--- src/rtl/time_keeper.sv ---
// time_keeper: timekeeping core of the digital clock.
// Counts seconds from a prescaled tick, wraps at 23:59:59, accepts range-checked
// set-value loads and presents binary plus registered BCD time fields.
module time_keeper #(
    parameter int unsigned TICK_DIV = 100_000_000
) (
    input  logic        clk,
    input  logic        reset,
    input  logic [4:0]  H_IN,
    input  logic [5:0]  M_IN,
    input  logic [5:0]  S_IN,
    input  logic        set_mode,
    input  logic        load,
    output logic [4:0]  HOURS,
    output logic [5:0]  MINS,
    output logic [5:0]  SECS,
    output logic [23:0] BCD,
    output logic        sec_pulse,
    output logic        day_roll,
    output logic        load_err
);

    localparam int unsigned    PW      = (TICK_DIV > 2) ? $clog2(TICK_DIV) : 1;
    localparam logic [PW-1:0]  PRE_MAX = PW'(TICK_DIV - 1);

    localparam logic [0:0] RUN  = 1'b0;
    localparam logic [0:0] HOLD = 1'b1;

    logic [0:0]    state;
    logic [PW-1:0] pre;
    logic          load_ok;
    logic          tick;
    logic          s_wrap;
    logic          m_wrap;
    logic          h_wrap;

    // Binary (0..63) to two BCD digits by repeated subtraction of ten.
    function automatic logic [7:0] to_bcd(input logic [5:0] v);
        logic [3:0] tens;
        logic [5:0] rem;
        tens = '0;
        rem  = v;
        for (int unsigned i = 0; i < 6; i++) begin
            if (rem >= 6'd10) begin
                rem  = rem - 6'd10;
                tens = tens + 4'd1;
            end
        end
        return {tens, 4'(rem)};
    endfunction

    // Load validation, second tick and field wrap detection.
    always_comb begin
        load_ok = load && (H_IN <= 5'd23) && (M_IN <= 6'd59) && (S_IN <= 6'd59);
        tick    = (state == RUN) && (pre == PRE_MAX);
        s_wrap  = (SECS == 6'd59);
        m_wrap  = (MINS == 6'd59);
        h_wrap  = (HOURS == 5'd23);
    end

    // RUN/HOLD mode follows the set_mode level.
    always_ff @(posedge clk or negedge reset) begin
        if (!reset) state <= RUN;
        else        state <= set_mode ? HOLD : RUN;
    end

    // Prescaler: zeroed by a valid load or in HOLD, otherwise counts and wraps on tick.
    always_ff @(posedge clk or negedge reset) begin
        if (!reset)                pre <= '0;
        else if (load_ok)          pre <= '0;
        else if (state == HOLD)    pre <= '0;
        else if (pre == PRE_MAX)   pre <= '0;
        else                       pre <= pre + 1'b1;
    end

    // Time fields and event pulses; a valid load replaces a coincident tick.
    always_ff @(posedge clk or negedge reset) begin
        if (!reset) begin
            HOURS     <= '0;
            MINS      <= '0;
            SECS      <= '0;
            sec_pulse <= 1'b0;
            day_roll  <= 1'b0;
            load_err  <= 1'b0;
        end else begin
            sec_pulse <= 1'b0;
            day_roll  <= 1'b0;
            load_err  <= load && !load_ok;
            if (load_ok) begin
                HOURS <= H_IN;
                MINS  <= M_IN;
                SECS  <= S_IN;
            end else if (tick) begin
                sec_pulse <= 1'b1;
                if (s_wrap) begin
                    SECS <= '0;
                    if (m_wrap) begin
                        MINS <= '0;
                        if (h_wrap) begin
                            HOURS    <= '0;
                            day_roll <= 1'b1;
                        end else begin
                            HOURS <= HOURS + 5'd1;
                        end
                    end else begin
                        MINS <= MINS + 6'd1;
                    end
                end else begin
                    SECS <= SECS + 6'd1;
                end
            end
        end
    end

    // BCD image of the registered fields, one cycle behind them.
    always_ff @(posedge clk or negedge reset) begin
        if (!reset) BCD <= '0;
        else        BCD <= {to_bcd({1'b0, HOURS}), to_bcd(MINS), to_bcd(SECS)};
    end

endmodule

--- config.mk ---
export PLATFORM = sky130hd
export DESIGN_NAME = time_keeper
export DESIGN_NICKNAME = d
export VERILOG_FILES = /design/src/rtl/time_keeper.sv
export SDC_FILE = /design/constraint.sdc
export NUM_CORES = 1
export LEC_CHECK = 0
export BUFFER_PORTS_ARGS = -buffer_cell sky130_fd_sc_hd__buf_4
export CAP_MARGIN = 20
export CORE_UTILIZATION = 48
export CTS_CLUSTER_SIZE = 14
export DETAILED_ROUTE_END_ITERATION = 7
export PLACE_DENSITY = 0.72
export SYNTH_ARGS = -nofsm -noshare
export SYNTH_HDL_FRONTEND = slang
export SYNTH_SLANG_ARGS = --single-unit
--- constraint.sdc ---
create_clock -name clk -period 13.4 [get_ports clk]
set_clock_uncertainty 0.2 [all_clocks]
set_input_delay 2.68 -clock clk [delete_from_list [all_inputs] [get_ports clk]]
set_output_delay 2.68 -clock clk [all_outputs]
set_load 0.05 [all_outputs]
* Word level (Yosys, flattened, before mapping) *
Cells that the tools add are included.

word-level totals
  input port bits = 21
  bits in registers = 72
  output and inout port bits = 44
  logic and storage cells = 142

operators by class
  eq/ne operators = 4
  reductions and logical operators = 11
  mux-type cells = 59
  magnitude comparators = 21
  bitwise gates (word level) = 1
  add/sub/neg operators = 37

operator list
  kind                   count
  $mux 6                 22
  $ge 6x4->1 const B     17
  $sub 6x4->6 const B    14
  $mux 27                3
  $mux 4                 18
  $add 4x1->4 const B    15
  $add 27x1->27 const B  1
  $eq 27x27->1 const B   1
  $mux 5                 5
  $add 6x1->6 const B    2
  $eq 6x6->1 const B     2
  $le 6x6->1 const B     2
  $sub 4x4->4 const B    3
  $mux 1                 11
  $reduce_bool 2->1      3
  $sub 5x4->6 const B    1
  $add 5x1->5 const B    1
  $eq 5x5->1 const B     1
  $ge 5x4->1 const B     1
  $le 5x5->1 const B     1
  $logic_and 1x1->1      5
  $reduce_and 3->1       1
  $reduce_and 2->1       1
  $logic_not 1->1        1
  $not 1->1              1

* Depth between registers and ports, before layout *
Gate-level depths: netlist of run 1.

  word-level depth = 12
  depth in mapped cells = 35

* Least setup slack after synthesis of run 1 *
Ideal clock, no wire load.

  path kind = flip-flop to flip-flop
  start point = reg SECS[2]
  end point = reg BCD[5]
  library setup time = 0.125 ns
  data required time = 13.075 ns
  buffers on the path = 2
  cell stages (with the launch flop) = 31
  path slack = 6.194 ns
  period minus slack after synthesis = 7.206 ns
  data arrival time = 6.882 ns
  cell sequence = dfrtp_1 > buf_6 > inv_1 > ha_1 > nor2b_1 > a2111oi_4 > a32o_1 > ha_1 > nor2b_1 > o221a_2 > or3_1 > buf_6 > o21a_1 > ha_1 > nand2b_1 > nor3_1 > a211oi_1 > nand3_2 > xnor2_1 > inv_1 > ha_1 > nand2b_1 > o211ai_1 > o31ai_1 > a32o_1 > a22oi_2 > mux2_2 > ha_1 > mux2_2 > ha_1 > mux2_2

on the way
  word-level cells in the longest chain between the ends = 12
  elaborated cells on any way between the ends = 27
  classes of those cells = 10 x add/sub; 6 x order compare; 11 x mux

RTL lines
  element                                           RTL line  text
  from (decl)                                       16        output logic [5:0] SECS,
  from (signal assigned)                            109       SECS <= SECS + 6'd1;
  $sub 6x4->6 / $ge 6x4->1 (equally long branches)  45, 44
  $mux 6 / $mux 1 (equally long branches)           44        if (rem >= 6'd10) begin
  $sub 6x4->6, or another cell as far along         45        rem = rem - 6'd10;
  $mux 6 / $mux 4 (equally long branches)           44
  $sub 6x4->6, or another cell as far along         45
  $mux 6 / $mux 4 (equally long branches)           44
  $sub 6x4->6, or another cell as far along         45
  $mux 6 / $mux 4 (equally long branches)           44
  $sub 6x4->6, or another cell as far along         45
  $mux 6 / $mux 4 (equally long branches)           44
  $ge 6x4->1 / $add 4x1->4 (equally long branches)  44, 46
  $mux 4 (*)                                        44
  to (signal assigned)                              118       else BCD <= {to_bcd({1'b0, HOURS}), to_bcd(MINS), to_bcd(SECS)};
  to (decl)                                         17        output logic [23:0] BCD,

Mark *: on every way between the ends. The rest lies on a longest branch, timed or not.
A chain may end at the register's enable or synchronous reset.

* Final worst setup path of run 1 *
Ends and elaborated chain as after synthesis.

==> impl_metrics.env, run 1 <==
export IMPL_rsz_0062_raised_after_global_routing="false"
export IMPL_post_synthesis_cell_type_with_the_largest_combined_area="sky130_fd_sc_hd__dfrtp_1"
export IMPL_boundaryPins=65
export IMPL_post_place_cells=1050
export IMPL_detail_route_drc_violations=0
export IMPL_wire_per_inst_um=14.9
export IMPL_fin_tns_setup_ns=0
export IMPL_vias_per_cell=5.97
export IMPL_synthArstFlopShare=1.00
export IMPL_critPathKind="reg2reg"
export IMPL_max_freq_mhz=127
export IMPL_clockRootBuffer="sky130_fd_sc_hd__clkbuf_16"
export IMPL_post_synth_top_count_cell="sky130_fd_sc_hd__nor2_1"
export IMPL_post_cts_setup_buffer_count=0
export IMPL_total_die_area_um2=14900
export IMPL_cts_tree="built"
export IMPL_detail_route_wirelength_met1_um=7750
export IMPL_synth_commonest_cells="sky130_fd_sc_hd__nor2_1, sky130_fd_sc_hd__dfrtp_1, sky130_fd_sc_hd__nand2_1"
export IMPL_cp_common_cell="sky130_fd_sc_hd__ha_1"
export IMPL_outcome="finished, final reports clean"
export IMPL_area_of_the_multi_input_gates_um2=4800
export IMPL_cts_path_max_buffers=2
export IMPL_layout_drive_gt1_share=0.149
export IMPL_dp_hpwl_um=12000
export IMPL_share_of_yosys_cell_area_claimed_by_the_top_area_cell_type=0.261
export IMPL_place_gp_congestion=0.897
export IMPL_final_seq_area_um2=1800
export IMPL_synth_flop_cell="sky130_fd_sc_hd__dfrtp_1"
export IMPL_initial_utilization=0.496
export IMPL_cts_sink_count=72
export IMPL_drv_slew=0
export IMPL_via_count=6368
export IMPL_setup_reg_to_reg_worst_slack_ns=5.52
export IMPL_synth_nets=900
export IMPL_timing_critical_path_arrival_ns=7.90
export IMPL_setup_worst_path_start_class="register"
export IMPL_synth_area_per_cell_um2=8.23
export IMPL_fillCellCount=1298
export IMPL_hold_path_class="reg2reg"
export IMPL_route_final_wire_length_um=15900
export IMPL_sequential_cell_area_fraction_in_the_yosys_report=0.261
export IMPL_timing_final_setup_violations=0
export IMPL_drt_initial_drc_count=501
export IMPL_firstDrtPassIters=5
export IMPL_pin_count_of_the_biggest_net_entering_global_routing=73
export IMPL_design_core_area_um2=13900
export IMPL_netlist_top_cells_area="sky130_fd_sc_hd__dfrtp_1, sky130_fd_sc_hd__ha_1, sky130_fd_sc_hd__nor2_1, sky130_fd_sc_hd__xor2_1, sky130_fd_sc_hd__xnor2_1"
export IMPL_io_buffers=64
export IMPL_met3_wirelength_um=588
export IMPL_crit_required_ns=13.41
export IMPL_clock_tree_htree_level_count=3
export IMPL_grt_ovfl_total=0
export IMPL_n_antenna_cell=0
export IMPL_grt_pass1_wl_um=27500
export IMPL_fp_dieW_um=122
export IMPL_ys_seq_elements=72
export IMPL_clkSlewWorstSetupHoldPaths_ns=0.06
export IMPL_cp_slowest_stage_delay_ns=0.54
export IMPL_route_top_layer_used="met4"
export IMPL_post_synth_instance_area_um2=6910
export IMPL_hold_violations=0
export IMPL_slew_headroom=0.398
export IMPL_ys_warnings_count=0
export IMPL_routed_antenna_nets=0
export IMPL_final_min_clock_period_ns=7.88
export IMPL_cts_resized=0
export IMPL_area_growth_synth_to_final_pct=12.0
export IMPL_initial_antenna_violation_count=0
export IMPL_clkLatencyLatePin_ns=0.33
export IMPL_timing_critical_path_slowest_stage_cell="sky130_fd_sc_hd__a2111oi_4"
export IMPL_total_track_usage=0.226
export IMPL_post_cts_hold_buffer_count=0
export IMPL_num_nets_final=942
export IMPL_vias_in_the_first_global_route=5873
export IMPL_post_syn_instances=839
export IMPL_worst_slew_pin_transition_ns=0.903
export IMPL_synth_edff_count=0
export IMPL_post_synth_num_cell_types=98
export IMPL_placementRows=43
export IMPL_layoutNonFillerInstCount=1066
export IMPL_crit_path_max_fanout=12
export IMPL_die_h_um=122
export IMPL_period_share=0.588
export IMPL_endpoint_kind="register"
export IMPL_cts_buffers=9
export IMPL_max_cap_viol_count=0
export IMPL_routed_length_on_met2_um=7410
cell usage in the layout, fill, tap and decap left out, types with 6 or more instances in the layout:
cell | Yosys | layout
sky130_fd_sc_hd__xnor2_1 | 32 | 32
sky130_fd_sc_hd__dfrtp_1 | 72 | 72
sky130_fd_sc_hd__or3_1 | 7 | 7
sky130_fd_sc_hd__o21ai_1 | 6 | 6
sky130_fd_sc_hd__buf_4 | 2 | 65
sky130_fd_sc_hd__and3_1 | 13 | 13
sky130_fd_sc_hd__nand2_1 | 68 | 68
sky130_fd_sc_hd__nand2b_1 | 12 | 12
sky130_fd_sc_hd__mux2_2 | 15 | 15
sky130_fd_sc_hd__a31oi_1 | 6 | 6
sky130_fd_sc_hd__xor2_1 | 33 | 33
sky130_fd_sc_hd__and4_1 | 6 | 6
sky130_fd_sc_hd__nand4_1 | 10 | 10
sky130_fd_sc_hd__nor2_1 | 82 | 82
sky130_fd_sc_hd__mux2i_1 | 10 | 10
sky130_fd_sc_hd__o21ai_0 | 52 | 52
sky130_fd_sc_hd__o21a_1 | 7 | 7
sky130_fd_sc_hd__a211oi_1 | 7 | 7
sky130_fd_sc_hd__nor2b_1 | 17 | 17
sky130_fd_sc_hd__a21oi_1 | 46 | 46
sky130_fd_sc_hd__nor4_1 | 13 | 13
sky130_fd_sc_hd__nand3_1 | 35 | 35
sky130_fd_sc_hd__clkbuf_16 | 0 | 9
sky130_fd_sc_hd__inv_1 | 36 | 36
sky130_fd_sc_hd__a21o_1 | 6 | 6
sky130_fd_sc_hd__o211ai_1 | 10 | 10
sky130_fd_sc_hd__nor3b_1 | 8 | 8
sky130_fd_sc_hd__ha_1 | 40 | 40
sky130_fd_sc_hd__nor3_1 | 19 | 19
kinds of logic after synthesis:
group,Yosys count,synth area share
buffers and inverters,72,0.0440
DFF,72,0.261
muxes,27,0.0427
xor gates and xnor gates,67,0.0871
and+or+nand+nor,324,0.241
adders and majority gates,40,0.0724
AOI/OAI and AO/OA,237,0.252
critical path: cells and delay by family (launching register included):
| kind | cells | cell delay [ns] |
|---|---|---|
| compound gates | 7 | 2.22 |
| simple gates | 9 | 1.73 |
| fa+ha+maj | 6 | 1.34 |
| mux | 3 | 0.94 |
| flops | 1 | 0.53 |
| xor+xnor | 2 | 0.43 |
| buf+inv | 3 | 0.37 |
layout make-up:
type,count,area share
clock inverter,4,0.00372
sequential,72,0.233
timing repair buffer,65,0.0631
tap,180,0.0291
inverter,38,0.0184
multi-input combinational,695,0.621
clock buffer,12,0.0319
final timing paths:
kind                       startpoint  cells past startpoint       to
setup reg to reg              SECS[2]                     30   BCD[5]
hold reg to reg                pre[0]                      1   pre[0]
min in group asynchronous       reset                      1   pre[4]
max in group asynchronous       reset                      1  SECS[3]
hold / removal                 pre[0]                      1   pre[0]
setup / recovery              SECS[2]                     30   BCD[5]
routing by layer:
| metal | vias to the layer above | track usage |
|---|---|---|
| met3 | 16 | 0.0332 |
| met5 | - | 0 |
| met2 | 148 | 0.368 |
| li1 | 3196 | - |
| met4 | 0 | 0.0633 |
| met1 | 3008 | 0.310 |
flip-flops by register name (all words and copies together) (netlist names):
signal	cells
load_err	1
day_roll	1
sec_pulse	1
HOURS	5
pre	27
BCD	24
SECS	6
state	1
MINS	6
through the flow:
step	util	worst slack, ns	instance area (µm²)	hold slack (ns)
floorplan	-	6.19	6910	0.246
global placement	0.535	5.91	7460	0.277
detailed placement	0.535	5.59	7460	0.289
CTS	0.555	5.58	7740	0.296
global route	0.555	4.90	7740	0.324
finish	0.555	5.52	7740	0.293
Power of run 1 is left out: the tool's default activity adds up to more than one toggle a clock period on the data nets, which glitch-free logic cannot reach.
==> run 2, diff against run 1 <==
clock period = 8 ns   (was 13.4 ns; I/O delays follow)
==> impl_metrics.env, run 2 (synthesis gave the netlist of run 1 again) <==
export IMPL_outcome="finished, final reports clean"
export IMPL_die_h_um=122
export IMPL_detail_route_drc_violations=0
export IMPL_setup_reg_to_reg_worst_slack_ns=0.57
export IMPL_cp_common_cell="sky130_fd_sc_hd__ha_1"
export IMPL_max_cap_viol_count=0
export IMPL_wire_per_inst_um=15.0
export IMPL_routed_antenna_nets=0
export IMPL_slew_headroom=0.399
export IMPL_cts_path_max_buffers=2
export IMPL_boundaryPins=65
export IMPL_clkLatencyLatePin_ns=0.34
export IMPL_setup_worst_path_start_class="register"
export IMPL_layout_cells_most_common_list="sky130_fd_sc_hd__nor2_1, sky130_fd_sc_hd__buf_4, sky130_fd_sc_hd__dfrtp_1"
export IMPL_leading_cell_type_in_the_layout_fill_and_taps_excluded="sky130_fd_sc_hd__nor2_1"
export IMPL_crit_required_ns=8.02
export IMPL_cp_slowest_stage_delay_ns=0.47
export IMPL_area_growth_synth_to_final_pct=13.1
export IMPL_cts_tree="built"
export IMPL_placementRows=43
export IMPL_vias_per_cell=5.91
export IMPL_firstDrtPassIters=5
export IMPL_endpoint_kind="register"
export IMPL_worstHoldPathCells=1
export IMPL_timing_critical_path_arrival_ns=7.45
export IMPL_total_die_area_um2=14900
export IMPL_timing_final_setup_violations=0
export IMPL_placedInstanceArea_um2=7520
export IMPL_final_core_utilization=0.561
export IMPL_hold_violations=0
export IMPL_grt_ovfl_total=0
export IMPL_io_buffers=64
export IMPL_num_nets_final=952
export IMPL_fin_tns_setup_ns=0
export IMPL_clkSlewWorstSetupHoldPaths_ns=0.06
export IMPL_met2_routing_resource_usage_after_global_routing=0.351
export IMPL_via_count=6362
export IMPL_biggestRegsByFlops="pre (27), BCD (24)"
export IMPL_post_cts_hold_buffer_count=0
export IMPL_initial_antenna_violation_count=0
export IMPL_number_of_flip_flops_in_the_largest_register=27
export IMPL_grt_busiest_layer="met2"
export IMPL_design_core_area_um2=13900
export IMPL_hold_start="pre[0]"
export IMPL_met1_track_demand_over_resource=0.319
export IMPL_dp_hpwl_um=12100
export IMPL_reg2regPathDepth=30
export IMPL_drt_initial_drc_count=495
export IMPL_total_track_usage=0.225
export IMPL_whs_ns=0.293
export IMPL_initial_utilization=0.496
export IMPL_place_gp_congestion=0.920
export IMPL_met3_routing_resource_usage_after_global_routing=0.0370
export IMPL_hold_path_class="reg2reg"
export IMPL_period_share=0.929
export IMPL_critPathKind="reg2reg"
export IMPL_route_final_wire_length_um=16100
export IMPL_fp_dieW_um=122
export IMPL_grt_pass1_wl_um=27100
export IMPL_fin_area_um2=7810
export IMPL_crit_path_max_fanout=12
export IMPL_layout_drive_gt1_share=0.161
export IMPL_crit_path_start="SECS[2]"
export IMPL_max_freq_mhz=135
export IMPL_pin_count_of_the_biggest_net_entering_global_routing=73
export IMPL_vias_in_the_first_global_route=5637
export IMPL_clock_tree_htree_level_count=3
export IMPL_worst_slew_pin_transition_ns=0.901
export IMPL_clockRootBuffer="sky130_fd_sc_hd__clkbuf_16"
export IMPL_cts_buffers=9
export IMPL_rsz_0062_raised_after_global_routing="false"
export IMPL_drv_slew=0
export IMPL_register_name_with_the_most_flops="pre"
export IMPL_final_min_clock_period_ns=7.43
export IMPL_cts_sink_count=72
export IMPL_timing_critical_path_slowest_stage_cell="sky130_fd_sc_hd__dfrtp_2"
export IMPL_n_antenna_cell=0
export IMPL_fillCellCount=1262
export IMPL_r2r_start="SECS[2]"
## run 2: timing repair
item                                    CTS  global route
gates resized for setup                   0             5
endpoints found under the setup margin    0             6
buffers inserted                          0             2
## run 2: final timing paths
path / endpoint
worst min-delay path: pre[0]
worst max register to register: BCD[5]
max in group asynchronous: SECS[2]
min in group asynchronous: MINS[0]
worst min register to register: pre[0]
worst max-delay path: BCD[5]
## run 2: metrics by stage
step	setup slack (ns)	std cells
2_1_floorplan	0.794	839
3_3_place_gp	0.514	1058
3_5_place_dp	0.141	1058
4_1_cts	0.145	1074
5_1_grt	0.0209	1076
6_report	0.569	1076
## run 2: critical path, delay by kind of cell (launching register included)
kind | cells | cell delay [ns]
flops | 1 | 0.47
mux | 3 | 0.94
buf+inv | 3 | 0.35
compound gates | 8 | 2.09
xor+xnor | 2 | 0.39
simple gates | 8 | 1.54
fa+ha+maj | 6 | 1.33
## run 2: layout make-up
class / instances / area [µm²] / share of cell area
multi-input cells: 695 / 4810 / 0.616
clock inverters: 5 / 33.8 / 0.00432
clock buffers: 11 / 233 / 0.0298
repair buffers: 75 / 563 / 0.0721
inverters: 38 / 143 / 0.0183
flip-flops and latches: 72 / 1800 / 0.231
well taps: 180 / 225 / 0.0288
## run 2: metal layers
| layer | wire length [µm] | up-vias |
|---|---|---|
| met5 | 0 | - |
| met4 | 199 | 0 |
| met3 | 717 | 14 |
| met2 | 7370 | 160 |
| met1 | 7830 | 2980 |
| li1 | - | 3208 |
Power of run 2 is left out for the same reason.
==> run 3, diff against run 2 <==
PLACE_DENSITY = 0.74   (was 0.72)
RECOVER_POWER = 100   (was not set)
clock period = 6.1 ns   (was 8 ns; I/O delays follow)
==> impl_metrics.env, run 3 (synthesis gave the netlist of run 1 again) <==
export IMPL_vias_in_the_first_global_route=6286
export IMPL_area_growth_synth_to_final_pct=33.0
export IMPL_firstDrtPassIters=5
export IMPL_timing_critical_path_arrival_ns=6.14
export IMPL_crit_path_max_fanout=5
export IMPL_grt_busiest_layer="met2"
export IMPL_wire_per_inst_um=15.6
export IMPL_io_buffers=64
export IMPL_hold_violations=0
export IMPL_crit_required_ns=6.12
export IMPL_pin_count_of_the_biggest_net_entering_global_routing=73
export IMPL_cp_common_cell="sky130_fd_sc_hd__ha_4"
export IMPL_total_track_usage=0.247
export IMPL_setup_reg_to_reg_worst_slack_ns=-0.02
export IMPL_placedInstanceArea_um2=8430
export IMPL_setup_worst_path_start_class="register"
export IMPL_timing_final_setup_violations=1
export IMPL_num_nets_final=1052
export IMPL_cts_sink_count=72
export IMPL_clkSlewWorstSetupHoldPaths_ns=0.06
export IMPL_design_core_area_um2=13900
export IMPL_biggestRegsByFlops="pre (27), BCD (24)"
export IMPL_hold_path_class="reg2reg"
export IMPL_grt_pass1_wl_um=29800
export IMPL_post_cts_hold_buffer_count=0
export IMPL_timing_critical_path_slowest_stage_cell="sky130_fd_sc_hd__or4b_4"
export IMPL_clkLatencyLatePin_ns=0.34
export IMPL_n_antenna_cell=0
export IMPL_clock_tree_htree_level_count=3
export IMPL_grt_ovfl_total=0
export IMPL_leading_cell_type_in_the_layout_fill_and_taps_excluded="sky130_fd_sc_hd__buf_4"
export IMPL_worst_slew_pin_transition_ns=3.88
export IMPL_met2_routing_resource_usage_after_global_routing=0.415
export IMPL_routed_antenna_nets=0
export IMPL_via_count=6935
export IMPL_cts_path_max_buffers=2
export IMPL_whs_ns=0.286
export IMPL_cp_slowest_stage_delay_ns=0.53
export IMPL_dp_hpwl_um=13200
export IMPL_place_gp_congestion=0.905
export IMPL_cts_tree="built"
export IMPL_drt_initial_drc_count=426
export IMPL_outcome="finished, violations left"
export IMPL_number_of_flip_flops_in_the_largest_register=27
export IMPL_post_route_worst_setup_slack_ns=-0.0219
export IMPL_drv_slew=73
export IMPL_initial_antenna_violation_count=0
export IMPL_fp_dieW_um=122
export IMPL_route_final_wire_length_um=18400
export IMPL_failing_checks="capacitance limit, slew limit, setup timing"
export IMPL_critPathKind="reg2reg"
export IMPL_slew_headroom=-1.59
export IMPL_boundaryPins=65
export IMPL_met1_track_demand_over_resource=0.331
export IMPL_initial_utilization=0.496
export IMPL_die_h_um=122
export IMPL_clockRootBuffer="sky130_fd_sc_hd__clkbuf_16"
export IMPL_fin_area_um2=9190
export IMPL_final_min_clock_period_ns=6.12
export IMPL_layout_drive_gt1_share=0.298
export IMPL_layout_cells_most_common_list="sky130_fd_sc_hd__buf_4, sky130_fd_sc_hd__nor2_1, sky130_fd_sc_hd__dfrtp_1"
export IMPL_placementRows=43
export IMPL_met3_routing_resource_usage_after_global_routing=0.0318
export IMPL_cts_buffers=9
export IMPL_register_name_with_the_most_flops="pre"
export IMPL_max_freq_mhz=163
export IMPL_period_share=1.00
export IMPL_max_cap_viol_count=1
export IMPL_rsz_0062_raised_after_global_routing="true"
export IMPL_endpoint_kind="register"
export IMPL_total_die_area_um2=14900
export IMPL_detail_route_drc_violations=0
export IMPL_vias_per_cell=5.90
run 3: changes by cell type in the layout (fill, tap and decap cells not counted), sizes merged:
cell,previous run,this run
buf,75,136
clkinv,3,2
clkinvlp,2,1
clkbuf,11,52
run 3: layout make-up:
class / count / area, µm²
inverter: 38 / 155
multi-input combinational: 695 / 5520
timing repair buffer: 175 / 1200
clock buffer: 13 / 260
tap: 180 / 225
clock inverter: 3 / 17.5
sequential: 72 / 1810
fill: 1156 / 4740
run 3: critical path: cells and delay by family, from the launching register on:
kind | cells | cell delay (ns)
and+or+nand+nor | 8 | 1.75
adders and majority gates | 5 | 0.73
buffers and inverters | 4 | 0.31
DFF | 1 | 0.44
AOI/OAI and AO/OA | 12 | 2.22
xor gates and xnor gates | 2 | 0.31
run 3: through the flow:
step | utilization | cells | setup slack (ns) | setup TNS, ns
after detailed placement | 0.605 | 1118 | -0.197 | -0.496
after global placement | 0.605 | 1118 | 0.0488 | 0
after CTS | 0.638 | 1146 | -0.0275 | -0.0450
after floorplan | - | 839 | -0.363 | -1.04
final | 0.660 | 1176 | -0.0219 | -0.0219
after global routing | 0.660 | 1176 | -0.244 | -1.16
run 3: worst paths after layout:
kind / start / endpoint / cells after the start
max: SECS[2] / BCD[7] / 31
min: pre[0] / pre[0] / 1
max reg2reg: SECS[2] / BCD[7] / 31
min reg2reg: pre[0] / pre[0] / 1
max in group asynchronous: reset / SECS[1] / 1
min in group asynchronous: reset / BCD[9] / 1
run 3: repair_timing:
action	4_1_cts	5_1_grt
endpoints found under the hold margin	0	0
pin swaps	13	37
endpoints found under the setup margin	4	20
gates resized for setup	11	43
buffers inserted	12	30
run 3: routing by layer:
metal	vias to the layer above	part of all wire
met2	176	0.49
met3	17	0.036
li1	3412	-
met5	-	0
met4	0	0.011
met1	3330	0.47
Power of run 3 is left out for the same reason.
